[config.mk]
export PLATFORM = sky130hd
export DESIGN_NAME = lutram_readback
export DESIGN_NICKNAME = d
export VERILOG_FILES = /design/src/rtl/lutram_readback.sv
export SDC_FILE = /design/constraint.sdc
export NUM_CORES = 1
export LEC_CHECK = 0
export CAP_MARGIN = 20
export CELL_PAD_IN_SITES_DETAIL_PLACEMENT = 1
export CELL_PAD_IN_SITES_GLOBAL_PLACEMENT = 1
export CORE_ASPECT_RATIO = 0.8
export CORE_MARGIN = 8
export CORE_UTILIZATION = 39
export DETAILED_ROUTE_END_ITERATION = 10
export PLACE_DENSITY = 0.86
export SLEW_MARGIN = 20
export SYNTH_ARGS = -nofsm -noshare
export SYNTH_HDL_FRONTEND = slang
export SYNTH_SLANG_ARGS = --single-unit
[constraint.sdc]
create_clock -name clk -period 4.7 [get_ports clk]
set_input_delay 1.175 -clock clk [delete_from_list [all_inputs] [get_ports clk]]
set_output_delay 1.175 -clock clk [all_outputs]
set_load 0.03 [all_outputs]
[src/rtl/lutram_readback.sv]
// rtl/lutram_readback.sv - sequential read-out engine streaming a 64x8 LUT RAM bank over valid/ready
//
// Ports:
//   clk, rst_n      clock (rising edge), asynchronous active-low reset
//   start           one-cycle burst request, sampled only when idle
//   base_addr       first word address of the burst, sampled with start
//   len             burst length in words; 0 = empty burst, values above depth clamp to depth
//   abort           terminates an active burst without a done pulse
//   rd_addr         registered read address shared by all RAM slices
//   rd_data         asynchronous read data, bit i from slice i
//   m_valid/m_ready output word handshake
//   m_data, m_last  output word and final-word marker
//   busy            burst in progress
//   done            one-cycle pulse on normal burst completion
module lutram_readback #(
    parameter int ADDR_W = 6,
    parameter int DATA_W = 8
) (
    input  logic              clk,
    input  logic              rst_n,
    input  logic              start,
    input  logic [ADDR_W-1:0] base_addr,
    input  logic [ADDR_W:0]   len,
    input  logic              abort,
    output logic [ADDR_W-1:0] rd_addr,
    input  logic [DATA_W-1:0] rd_data,
    output logic              m_valid,
    input  logic              m_ready,
    output logic [DATA_W-1:0] m_data,
    output logic              m_last,
    output logic              busy,
    output logic              done
);

    localparam logic [ADDR_W:0] DEPTH = {1'b1, {ADDR_W{1'b0}}};
    localparam logic [ADDR_W:0] ONE   = {{ADDR_W{1'b0}}, 1'b1};

    typedef enum logic [1:0] {
        IDLE  = 2'd0,
        READ  = 2'd1,
        FLUSH = 2'd2
    } state_t;

    state_t          state;
    logic [ADDR_W:0] remaining;
    logic [ADDR_W:0] len_clamped;
    logic            load;
    logic            accept;

    assign len_clamped = (len > DEPTH) ? DEPTH : len;

    // remaining is zero outside READ, so load can only fire while reading.
    // The output register refills whenever it is empty or being drained.
    assign load   = (remaining != '0) && (!m_valid || m_ready);
    assign accept = m_valid && m_ready;

    always_ff @(posedge clk or negedge rst_n) begin
        if (!rst_n) begin
            state     <= IDLE;
            remaining <= '0;
            rd_addr   <= '0;
            m_valid   <= 1'b0;
            m_data    <= '0;
            m_last    <= 1'b0;
            busy      <= 1'b0;
            done      <= 1'b0;
        end else begin
            done <= 1'b0;
            case (state)
                IDLE: begin
                    if (start) begin
                        if (len_clamped != '0) begin
                            state     <= READ;
                            busy      <= 1'b1;
                            rd_addr   <= base_addr;
                            remaining <= len_clamped;
                        end else begin
                            // Empty burst completes immediately with no beats.
                            done <= 1'b1;
                        end
                    end
                end

                READ: begin
                    if (abort) begin
                        state     <= IDLE;
                        m_valid   <= 1'b0;
                        m_last    <= 1'b0;
                        busy      <= 1'b0;
                        remaining <= '0;
                    end else if (load) begin
                        // rd_data reflects the RAM before any write on this
                        // same edge, so a colliding write is not observed.
                        m_data    <= rd_data;
                        m_valid   <= 1'b1;
                        m_last    <= (remaining == ONE);
                        rd_addr   <= rd_addr + 1'b1;
                        remaining <= remaining - ONE;
                        if (remaining == ONE) begin
                            state <= FLUSH;
                        end
                    end
                end

                FLUSH: begin
                    if (abort) begin
                        state     <= IDLE;
                        m_valid   <= 1'b0;
                        m_last    <= 1'b0;
                        busy      <= 1'b0;
                        remaining <= '0;
                    end else if (accept) begin
                        state   <= IDLE;
                        m_valid <= 1'b0;
                        m_last  <= 1'b0;
                        busy    <= 1'b0;
                        done    <= 1'b1;
                    end
                end

                default: begin
                    state <= IDLE;
                end
            endcase
        end
    end

endmodule

=== After elaboration in Yosys (flattened, before gate mapping) ===
Cells that the tools add are included.

* Register bits after elaboration: 27
* Word-level logic and storage cells: 77

* Reductions and logical operators: 16
* Add/sub/neg operators: 2
* Bitwise operators: 1
* Equal/unequal tests: 12
* Multiplexer cells: 37
* Order comparisons: 1

{| class="wikitable"
|+ Operators by type and width
! kind !! number
|-
| 7-bit two-way mux || 6
|-
| 6-bit two-way mux || 4
|-
| 7-bit case mux with 3 select lines || 1
|-
| 5-bit AND reduction || 4
|-
| 2-bit two-way mux || 7
|-
| 7-bit nonzero test || 2
|-
| 1-bit two-way mux || 13
|-
| 2-bit != test, second input constant || 6
|-
| 6-bit case mux with 2 select lines || 1
|-
| 3-bit != test, second input constant || 3
|-
| 7-bit by 1-bit equality test with 1-bit output, second input constant || 1
|-
| 7-bit greater-than comparator, second input constant || 1
|-
| 7-bit by 1-bit subtractor with 7-bit output, second input constant || 1
|-
| 6-bit by 1-bit adder with 6-bit output, second input constant || 1
|-
| 1-bit case mux with 2 select lines || 3
|-
| 2-bit case mux with 3 select lines || 1
|-
| 3-bit AND reduction || 2
|-
| 2-bit nonzero test || 2
|-
| 1-bit case mux with 3 select lines || 1
|-
| 3-bit nonzero test || 1
|-
| 2-bit by 1-bit equality test with 1-bit output, second input constant || 1
|-
| 2-bit equality test, second input constant || 1
|-
| 1-bit logical AND || 2
|-
| 2-bit logical NOT || 1
|-
| other kinds (3) || 3
|}

=== Logic depth before layout (Yosys ltp) ===
Gate-level depths: netlist of run 1.

* Depth in word-level cells: 6
* Depth in mapped cells: 8

=== Least setup slack after synthesis of run 1 ===
No wires, ideal clock.

* Kind: input to register
* Start point: input len[1]
* End point: register state[0]
* Stages on the path: 4
* Required time: 4.572 ns
* Data arrival time: 2.349 ns
* Path slack: 2.223 ns
* Path through: or4_4 a2bb2oi_2 o211ai_1 mux2_1

* Longest elaborated chain between the ends: 5

{| class="wikitable"
|+ RTL lines
! item !! RTL line !! text
|-
| from (decl) || 23 || <nowiki>input logic [ADDR_W:0] len,</nowiki>
|-
| 7-bit greater-than comparator || 50 || <nowiki>assign len_clamped = (len > DEPTH) ? DEPTH : len;</nowiki>
|-
| 7-bit two-way mux (*) || 50 ||
|-
| 7-bit nonzero test (*) || 72 || <nowiki>if (len_clamped != '0) begin</nowiki>
|-
| 2-bit != test (no source line) (*) || - ||
|-
| 5-bit AND reduction (no source line) (*) || - ||
|-
| to (signal assigned) || 59 || <nowiki>state <= IDLE;</nowiki>
|-
| to (signal assigned) || 73 || <nowiki>state <= READ;</nowiki>
|-
| to (signal assigned) || 86 || <nowiki>state <= IDLE;</nowiki>
|-
| to (decl) || 44 || <nowiki>state_t state;</nowiki>
|}

Every way passes the cells marked *; elsewhere a longest branch is shown, timed or not.
A chain may end at the register's enable or synchronous reset.

=== Final worst setup path of run 1 ===
* Start point: input abort
* End point: register rd_addr[3]

* Longest elaborated chain between the ends: 2

{| class="wikitable"
|+ RTL lines
! item !! RTL line !! text
|-
| from (decl) || 24 || <nowiki>input logic abort,</nowiki>
|-
| 2-bit != test (no source line) || - ||
|-
| 5-bit AND reduction (no source line) || - ||
|-
| to (signal assigned) || 75 || <nowiki>rd_addr <= base_addr;</nowiki>
|-
| to (signal assigned) || 97 || <nowiki>rd_addr <= rd_addr + 1'b1;</nowiki>
|-
| to (decl) || 25 || <nowiki>output logic [ADDR_W-1:0] rd_addr,</nowiki>
|}

Every way passes these cells.

==> metrics.md, run 1 <==
| Metric | Value |
|---|---|
| # setup viols final | `0` |
| Synth Cell Area | `1583 um2` |
| Crit Path Max Fanout | `12` |
| Syn_nets | `188` |
| Routed WL | `4590 um` |
| GPL Wtd Cong | `0.8482` |
| RSZ-0062 raised after global routing | `false` |
| Power Total | `1.475 mW` |
| Overall routing resource usage | `15.13%` |
| Fill cells | `443` |
| CTS tree | `done` |
| Vias per cell | `5.488` |
| P_int | `0.7771 mW` |
| H-tree depth | `1` |
| DR pass1 iterations | `4` |
| Crit path capture type | `register` |
| Pwr Density | `696.9 nW/um2` |
| Die area | `6366 um2` |
| Avg WL per Cell | `18.07 um` |
| Post-synthesis cell count | `154` |
| Yosys Warn Count | `0` |
| DRT antenna net count | `0` |
| Vias in the first global route | `1,488` |
| IO buf count | `43` |
| Clk_lat worst skew | `0.28 ns` |
| Grt ovf | `0` |
| Max Cap Viol | `0` |
| Count leader, synth | `dfrtp_1` |
| # DRC | `0` |
| Min-Delay Path Class | `reg2reg` |
| Worst Setup Path Type | `in2reg` |
| Hold_sp | `m_data[1]$_DFFE_PN0P_` |
| FF+latch area | `675.6 um2` |
| EDFF count, synth | `0` |
| Sw Share | `47.33%` |
| Area leader, netlist | `dfrtp_1` |
| Min Tclk post-route | `3.215 ns` |
| Resized cells post-CTS | `0` |
| Via Count | `1,394` |
| Root Driver | `clkbuf_8` |
| Peak supply drop | `329.7 uV` |
| Initial antenna violation count | `0` |
| Syn Area/Cell | `10.28 um2` |
| Setup TNS Final | `0 ns` |
| Core ar. | `3854 um2` |
| Hold Buf Count CTS | `0` |
| Maximum clock rate | `0.3111 GHz` |
| Ant diodes | `0` |
| Worst r2r src | `state[1]$_DFFE_PN0P_` |
| Top post-synthesis cells by area | `dfrtp_1 (43%), ha_1 (6.3%), mux2_2 (5.7%)` |
| Flop pwr share | `29.1%` |
| Critical path data required time | `4.89 ns` |
| Combinational power share | `61.7%` |
| Synth cell count leaders | `dfrtp_1 (27), inv_1 (13), nor2_1 (11)` |
| Switch Pwr | `0.6983 mW` |
| Pins Over Slew Limit | `0` |
| First-pass GRT wire length | `7479 um` |
| Status | `complete, no violations` |
| Final count of hold timing violations | `0` |
| Initial core utilization | `41.07%` |
| Asr flop ratio synth | `100.0%` |
| Clk slew on worst S/H paths | `0.10 ns` |
| CP Launch Type | `input pin` |
| DP HPWL | `3675 um` |
| Layout cells sized above 1 | `13.07%` |
| Synth top area share | `42.69%` |
| Critical path arrival | `3.40 ns` |
| CTS sink count | `27` |
| Largest net degree at the start of global routing | `28` |
| Die W | `87.23 um` |
| Post-CTS Setup Inserts | `0` |
| Nets | `234` |
| Initial DRC Count | `62` |
| Clock share of power | `9.2%` |
| Tcrit/Tclk final | `68.40%` |
| Rel. slew slack | `33.23%` |
| Synth Flop Type | `dfrtp_1` |
| CTS Buf Count | `3` |
| Longest Clk Path Bufs | `2` |
| Top Ports | `44` |
| Lkg Pwr | `0.8592 nW` |
| Cell Rows | `20` |
| Multi-input gate area | `837.1 um2` |
| Hold path depth | `1` |
| R2R cell count | `7` |
| Syn-to-layout area delta | `33.75%` |
| Netlist cell types | `48` |
| Die extent in y | `72.98 um` |
| Final setup skew | `0.01058 ns` |
| #FFs+latches synth | `27` |
| Seq/Total Area, Yosys | `42.69%` |
| Worst Setup SP | `abort` |
| Worst-margin pin slew | `0.9997 ns` |
==> metal layers <==
layer / wire length (um) / up-vias / share of wire, % / global-route usage [%]
li1: - / 658 / - / -
met1: 1973 / 707 / 43 / 17.73
met2: 2350 / 27 / 51 / 26.20
met3: 230 / 2 / 5.0 / 4.499
met4: 35 / 0 / 0.76 / 3.992
met5: 0 / - / 0 / 0
==> stage by stage <==
step / utilization (%) / area, um2 / std cells / setup slack [ns] / hold slack [ns]
after floorplan: - / 1583 / 154 / 2.223 / 0.5000
after global placement: 53.67 / 2068 / 250 / 1.354 / 0.4890
after detailed placement: 53.67 / 2068 / 250 / 1.184 / 0.5002
after CTS: 54.94 / 2117 / 254 / 1.464 / 0.5252
after global routing: 54.94 / 2117 / 254 / 1.311 / 0.5376
final: 54.94 / 2117 / 254 / 1.485 / 0.5190
==> cell usage in the layout (no fill, tap or decap), types with 2 or more instances in the layout <==
cell type        Yosys  layout
dfrtp_1             27      27
inv_1               13      13
nor3b_1              2       2
a21oi_1             10      10
nand3_1              5       5
and3_1               2       2
o21ai_1              4       4
clkdlybuf4s50_1      0      43
a31oi_1              2       2
nand2b_1             2       2
o31ai_1              2       2
a22oi_1              3       3
mux2i_1              2       2
a211oi_2             2       2
nor2b_1              4       4
o21ai_0              9       9
nand2_1              6       6
nor2_1              11      11
o221a_1              2       2
nor3_1               2       2
clkbuf_8             0       3
mux2_2               8       8
ha_1                 8       8
==> worst max-delay path, stage by stage <==
cell and delay, ns:
clkdlybuf4s50_1 0.49, nand2b_1 0.25, a211oi_2 0.87, o21ai_4 0.20, nor2b_1 0.21, a311oi_2 0.20
==> power by group through the flow <==
stage	registers (mW)	clock network, mW	logic (mW)
CTS	0.429	0.140	0.918
global route	0.447	0.149	0.991
finish	0.429	0.136	0.910
detailed placement	0.433	0	0.915
global placement	0.426	0	0.877
floorplan	0.556	0	0.481
==> registers in the layout, summed over array words and instances (netlist names) <==
| signal | flops |
|---|---|
| rd_addr | 6 |
| m_data | 8 |
| m_valid | 1 |
| busy | 1 |
| state | 2 |
| done | 1 |
| remaining | 7 |
| m_last | 1 |
==> cell type report <==
type                    count  area share (%)
multi-input cells         111           39.54
flip-flops and latches     27           31.91
repair buffers             44           20.69
clock buffers               3           1.950
clock inverters             1          0.3546
well taps                  55           3.251
inverters                  13           2.305
==> final timing paths <==
| kind | endpoint | slack, ns |
|---|---|---|
| min | m_data[1]$_DFFE_PN0P_ | 0.52 |
| max reg2reg | rd_addr[3]$_DFFE_PN0P_ | 1.97 |
| min reg2reg | m_data[1]$_DFFE_PN0P_ | 0.52 |
| max | rd_addr[3]$_DFFE_PN0P_ | 1.49 |
| min in group asynchronous | m_valid$_DFFE_PN0P_ | 1.29 |
| max in group asynchronous | remaining[5]$_DFFE_PN0P_ | 3.15 |
==> cells by family (layout without fill, tap and decap cells) <==
logic type	count (synthesis)	in the layout	share of synthesized area [%]
compound gates	49	49	23.32
buf+inv	16	61	4.427
simple gates	43	43	15.57
mux	11	11	7.668
fa+ha+maj	8	8	6.324
flops	27	27	42.69
(Power assumes the default switching activity.)
==> run 2, diff against run 1 <==
--- a/config.mk
+++ b/config.mk
@@ -10,9 +10,9 @@
 export CELL_PAD_IN_SITES_GLOBAL_PLACEMENT = 1
 export CORE_ASPECT_RATIO = 0.8
 export CORE_MARGIN = 8
-export CORE_UTILIZATION = 39
+export CORE_UTILIZATION = 36
 export DETAILED_ROUTE_END_ITERATION = 10
-export PLACE_DENSITY = 0.86
+export PLACE_DENSITY = 0.8
 export SLEW_MARGIN = 20
 export SYNTH_ARGS = -nofsm -noshare
 export SYNTH_HDL_FRONTEND = slang
==> constraint.sdc (replaced) <==
create_clock -name clk -period 3.1 [get_ports clk]
set_input_delay 0.775 -clock clk [delete_from_list [all_inputs] [get_ports clk]]
set_output_delay 0.775 -clock clk [all_outputs]
set_load 0.03 [all_outputs]
==> metrics.md, run 2 (synthesis gave the netlist of run 1 again) <==
| Metric | Value |
|---|---|
| Status | `complete, no violations (unchanged)` |
| Cell Rows | `21 (was 20)` |
| Longest Clk Path Bufs | `2 (unchanged)` |
| Crit path capture type | `register (unchanged)` |
| Most common cell after layout, fill and taps aside | `clkdlybuf4s50_1 (unchanged)` |
| Peak supply drop | `506.8 uV (was 329.7 uV)` |
| Tcrit/Tclk final | `80.10%` |
| Syn-to-layout area delta | `34.23% (was 33.75%)` |
| Min-Delay Path Class | `reg2reg (unchanged)` |
| Ant diodes | `0 (unchanged)` |
| Routed WL | `4497 um (was 4590 um)` |
| CTS tree | `done (unchanged)` |
| Nets | `235 (was 234)` |
| # DRC | `0 (unchanged)` |
| Die area | `6788 um2 (was 6366 um2)` |
| Final Cell Area | `2125 um2 (was 2117 um2)` |
| CP cell instances | `clkdlybuf4s50_1 > or4b_1 > a2bb2oi_2 > o211ai_2 > o21ai_0 > o21ai_0 (was clkdlybuf4s50_1 > nand2b_1 > a211oi_2 > o21ai_4 > nor2b_1 > a311oi_2)` |
| Critical path arrival | `2.62 ns (was 3.40 ns)` |
| DP Area | `2078 um2 (was 2068 um2)` |
| Crit Path Max Fanout | `14 (was 12)` |
| Vias per cell | `5.428 (was 5.488)` |
| Root Driver | `clkbuf_8 (unchanged)` |
| Die W | `90.14 um (was 87.23 um)` |
| Post-CTS Setup Inserts | `0 (unchanged)` |
| Largest register FFs | `8 (unchanged)` |
| Grt ovf | `0 (unchanged)` |
| Top Ports | `44 (unchanged)` |
| FF+latch area | `675.6 um2 (unchanged)` |
| Min Tclk post-route | `2.483 ns` |
| Initial DRC Count | `90 (was 62)` |
| Layout cells sized above 1 | `13.50% (was 13.07%)` |
| First-pass GRT wire length | `7534 um (was 7479 um)` |
| CP Depth | `6 (unchanged)` |
| Vias in the first global route | `1,526 (was 1,488)` |
| Critical path data required time | `3.24 ns (was 4.89 ns)` |
| Hold Buf Count CTS | `0 (unchanged)` |
| H-tree depth | `1 (unchanged)` |
| Die extent in y | `75.31 um (was 72.98 um)` |
| Pwr Density | `1056 nW/um2 (was 696.9 nW/um2)` |
| Buffers & Inverters on Critical Path | `1 (unchanged)` |
| Worst Setup Path Type | `in2reg (unchanged)` |
| DR pass1 iterations | `4 (unchanged)` |
| Overall routing resource usage | `13.61% (was 15.13%)` |
| Rel. slew slack | `60.43% (was 33.23%)` |
| Resized cells post-CTS | `0 (unchanged)` |
| Max stage delay cell, worst path | `clkdlybuf4s50_1 (was a211oi_2)` |
| Final count of hold timing violations | `0 (unchanged)` |
| R2R setup slack | `0.71 ns (was 1.97 ns)` |
| Lkg Pwr | `0.8682 nW (was 0.8592 nW)` |
| Worst path max stage delay | `0.52 ns (was 0.87 ns)` |
| Core ar. | `4204 um2 (was 3854 um2)` |
| Fill cells | `478 (was 443)` |
| Pins Over Slew Limit | `0 (unchanged)` |
| Most frequent cells in the layout | `clkdlybuf4s50_1 (43), dfrtp_1 (27), inv_1 (13) (unchanged)` |
| GPL Wtd Cong | `0.8824 (was 0.8482)` |
| Initial antenna violation count | `0 (unchanged)` |
| Via Count | `1,395 (was 1,394)` |
| Max Cap Viol | `0 (unchanged)` |
| Clk slew on worst S/H paths | `0.09 ns (was 0.10 ns)` |
| Biggest register | `m_data (unchanged)` |
| Hold path depth | `1 (unchanged)` |
| CTS Buf Count | `3 (unchanged)` |
| Worst-margin pin slew | `0.5918 ns (was 0.9997 ns)` |
| DRT antenna net count | `0 (unchanged)` |
| CP Launch Type | `input pin (unchanged)` |
| Largest net degree at the start of global routing | `28 (unchanged)` |
| RSZ-0062 raised after global routing | `false (unchanged)` |
| Biggest regs | `m_data: 8 flops, remaining: 7 flops, rd_addr: 6 flops (unchanged)` |
| Maximum clock rate | `0.4027 GHz` |
| CP top delay family | `compound AO/OA/AOI/OAI gates (unchanged)` |
| R2R cell count | `6 (was 7)` |
| CTS sink count | `27 (unchanged)` |
| Setup TNS Final | `0 ns (unchanged)` |
| IO buf count | `43 (unchanged)` |
| Avg WL per Cell | `17.50 um (was 18.07 um)` |
| Clk_lat worst skew | `0.28 ns (about the same)` |
| Crit-path most repeated cell | `o21ai_0` |
| Multi-input gate area | `837.1 um2 (unchanged)` |
| # setup viols final | `0 (unchanged)` |
| Final setup skew | `0.004496 ns (was 0.01058 ns)` |
| Initial core utilization | `37.65% (was 41.07%)` |
| DP HPWL | `3558 um (was 3675 um)` |
[run 2: cell count changes in the layout (fill, tap and decap cells not counted), sizes merged]
cell	change
buf	+1
clkinv	+1
clkinvlp	-1
[run 2: layer usage]
layer | share of wire (%) | global-route usage, %
met5 | 0 | 0
met4 | 1.1 | 4.596
met3 | 6.3 | 4.724
met2 | 50 | 24.35
met1 | 43 | 15.12
[run 2: where the power goes]
part	switching [mW]	internal (mW)	total, mW
Clock	0.114	0.0904	0.204
Combinational	0.808	0.582	1.39
Sequential	0.138	0.511	0.649
Total	1.06	1.18	2.24
[run 2: path summary, 6_finish.rpt]
kind | end | startpoint
worst max register to register | m_data[7]$_DFFE_PN0P_ | state[1]$_DFFE_PN0P_
min in group asynchronous | m_data[4]$_DFFE_PN0P_ | rst_n
worst max-delay path | remaining[6]$_DFFE_PN0P_ | len[6]
worst min register to register | m_data[2]$_DFFE_PN0P_ | m_data[2]$_DFFE_PN0P_
max in group asynchronous | m_last$_DFFE_PN0P_ | rst_n
worst min-delay path | m_data[2]$_DFFE_PN0P_ | m_data[2]$_DFFE_PN0P_
[run 2: final cells by class]
class | count | share of cell area, %
clock inverter | 1 | 0.2356
multi-input combinational | 111 | 39.40
sequential | 27 | 31.80
clock buffer | 3 | 1.943
tap | 57 | 3.357
timing repair buffer | 45 | 20.97
inverter | 13 | 2.297
[run 2: through the flow]
stage | setup WS [ns] | total power, mW | cells | hold WS (ns) | util [%]
global placement | 0.4291 | 1.991 | 253 | 0.4910 | 49.43
floorplan | 1.023 | 1.572 | 154 | 0.4794 | -
finish | 0.6170 | 2.243 | 257 | 0.5147 | 50.54
detailed placement | 0.3501 | 2.051 | 253 | 0.4994 | 49.43
CTS | 0.6547 | 2.264 | 257 | 0.5205 | 50.54
global route | 0.5084 | 2.413 | 257 | 0.5353 | 50.54
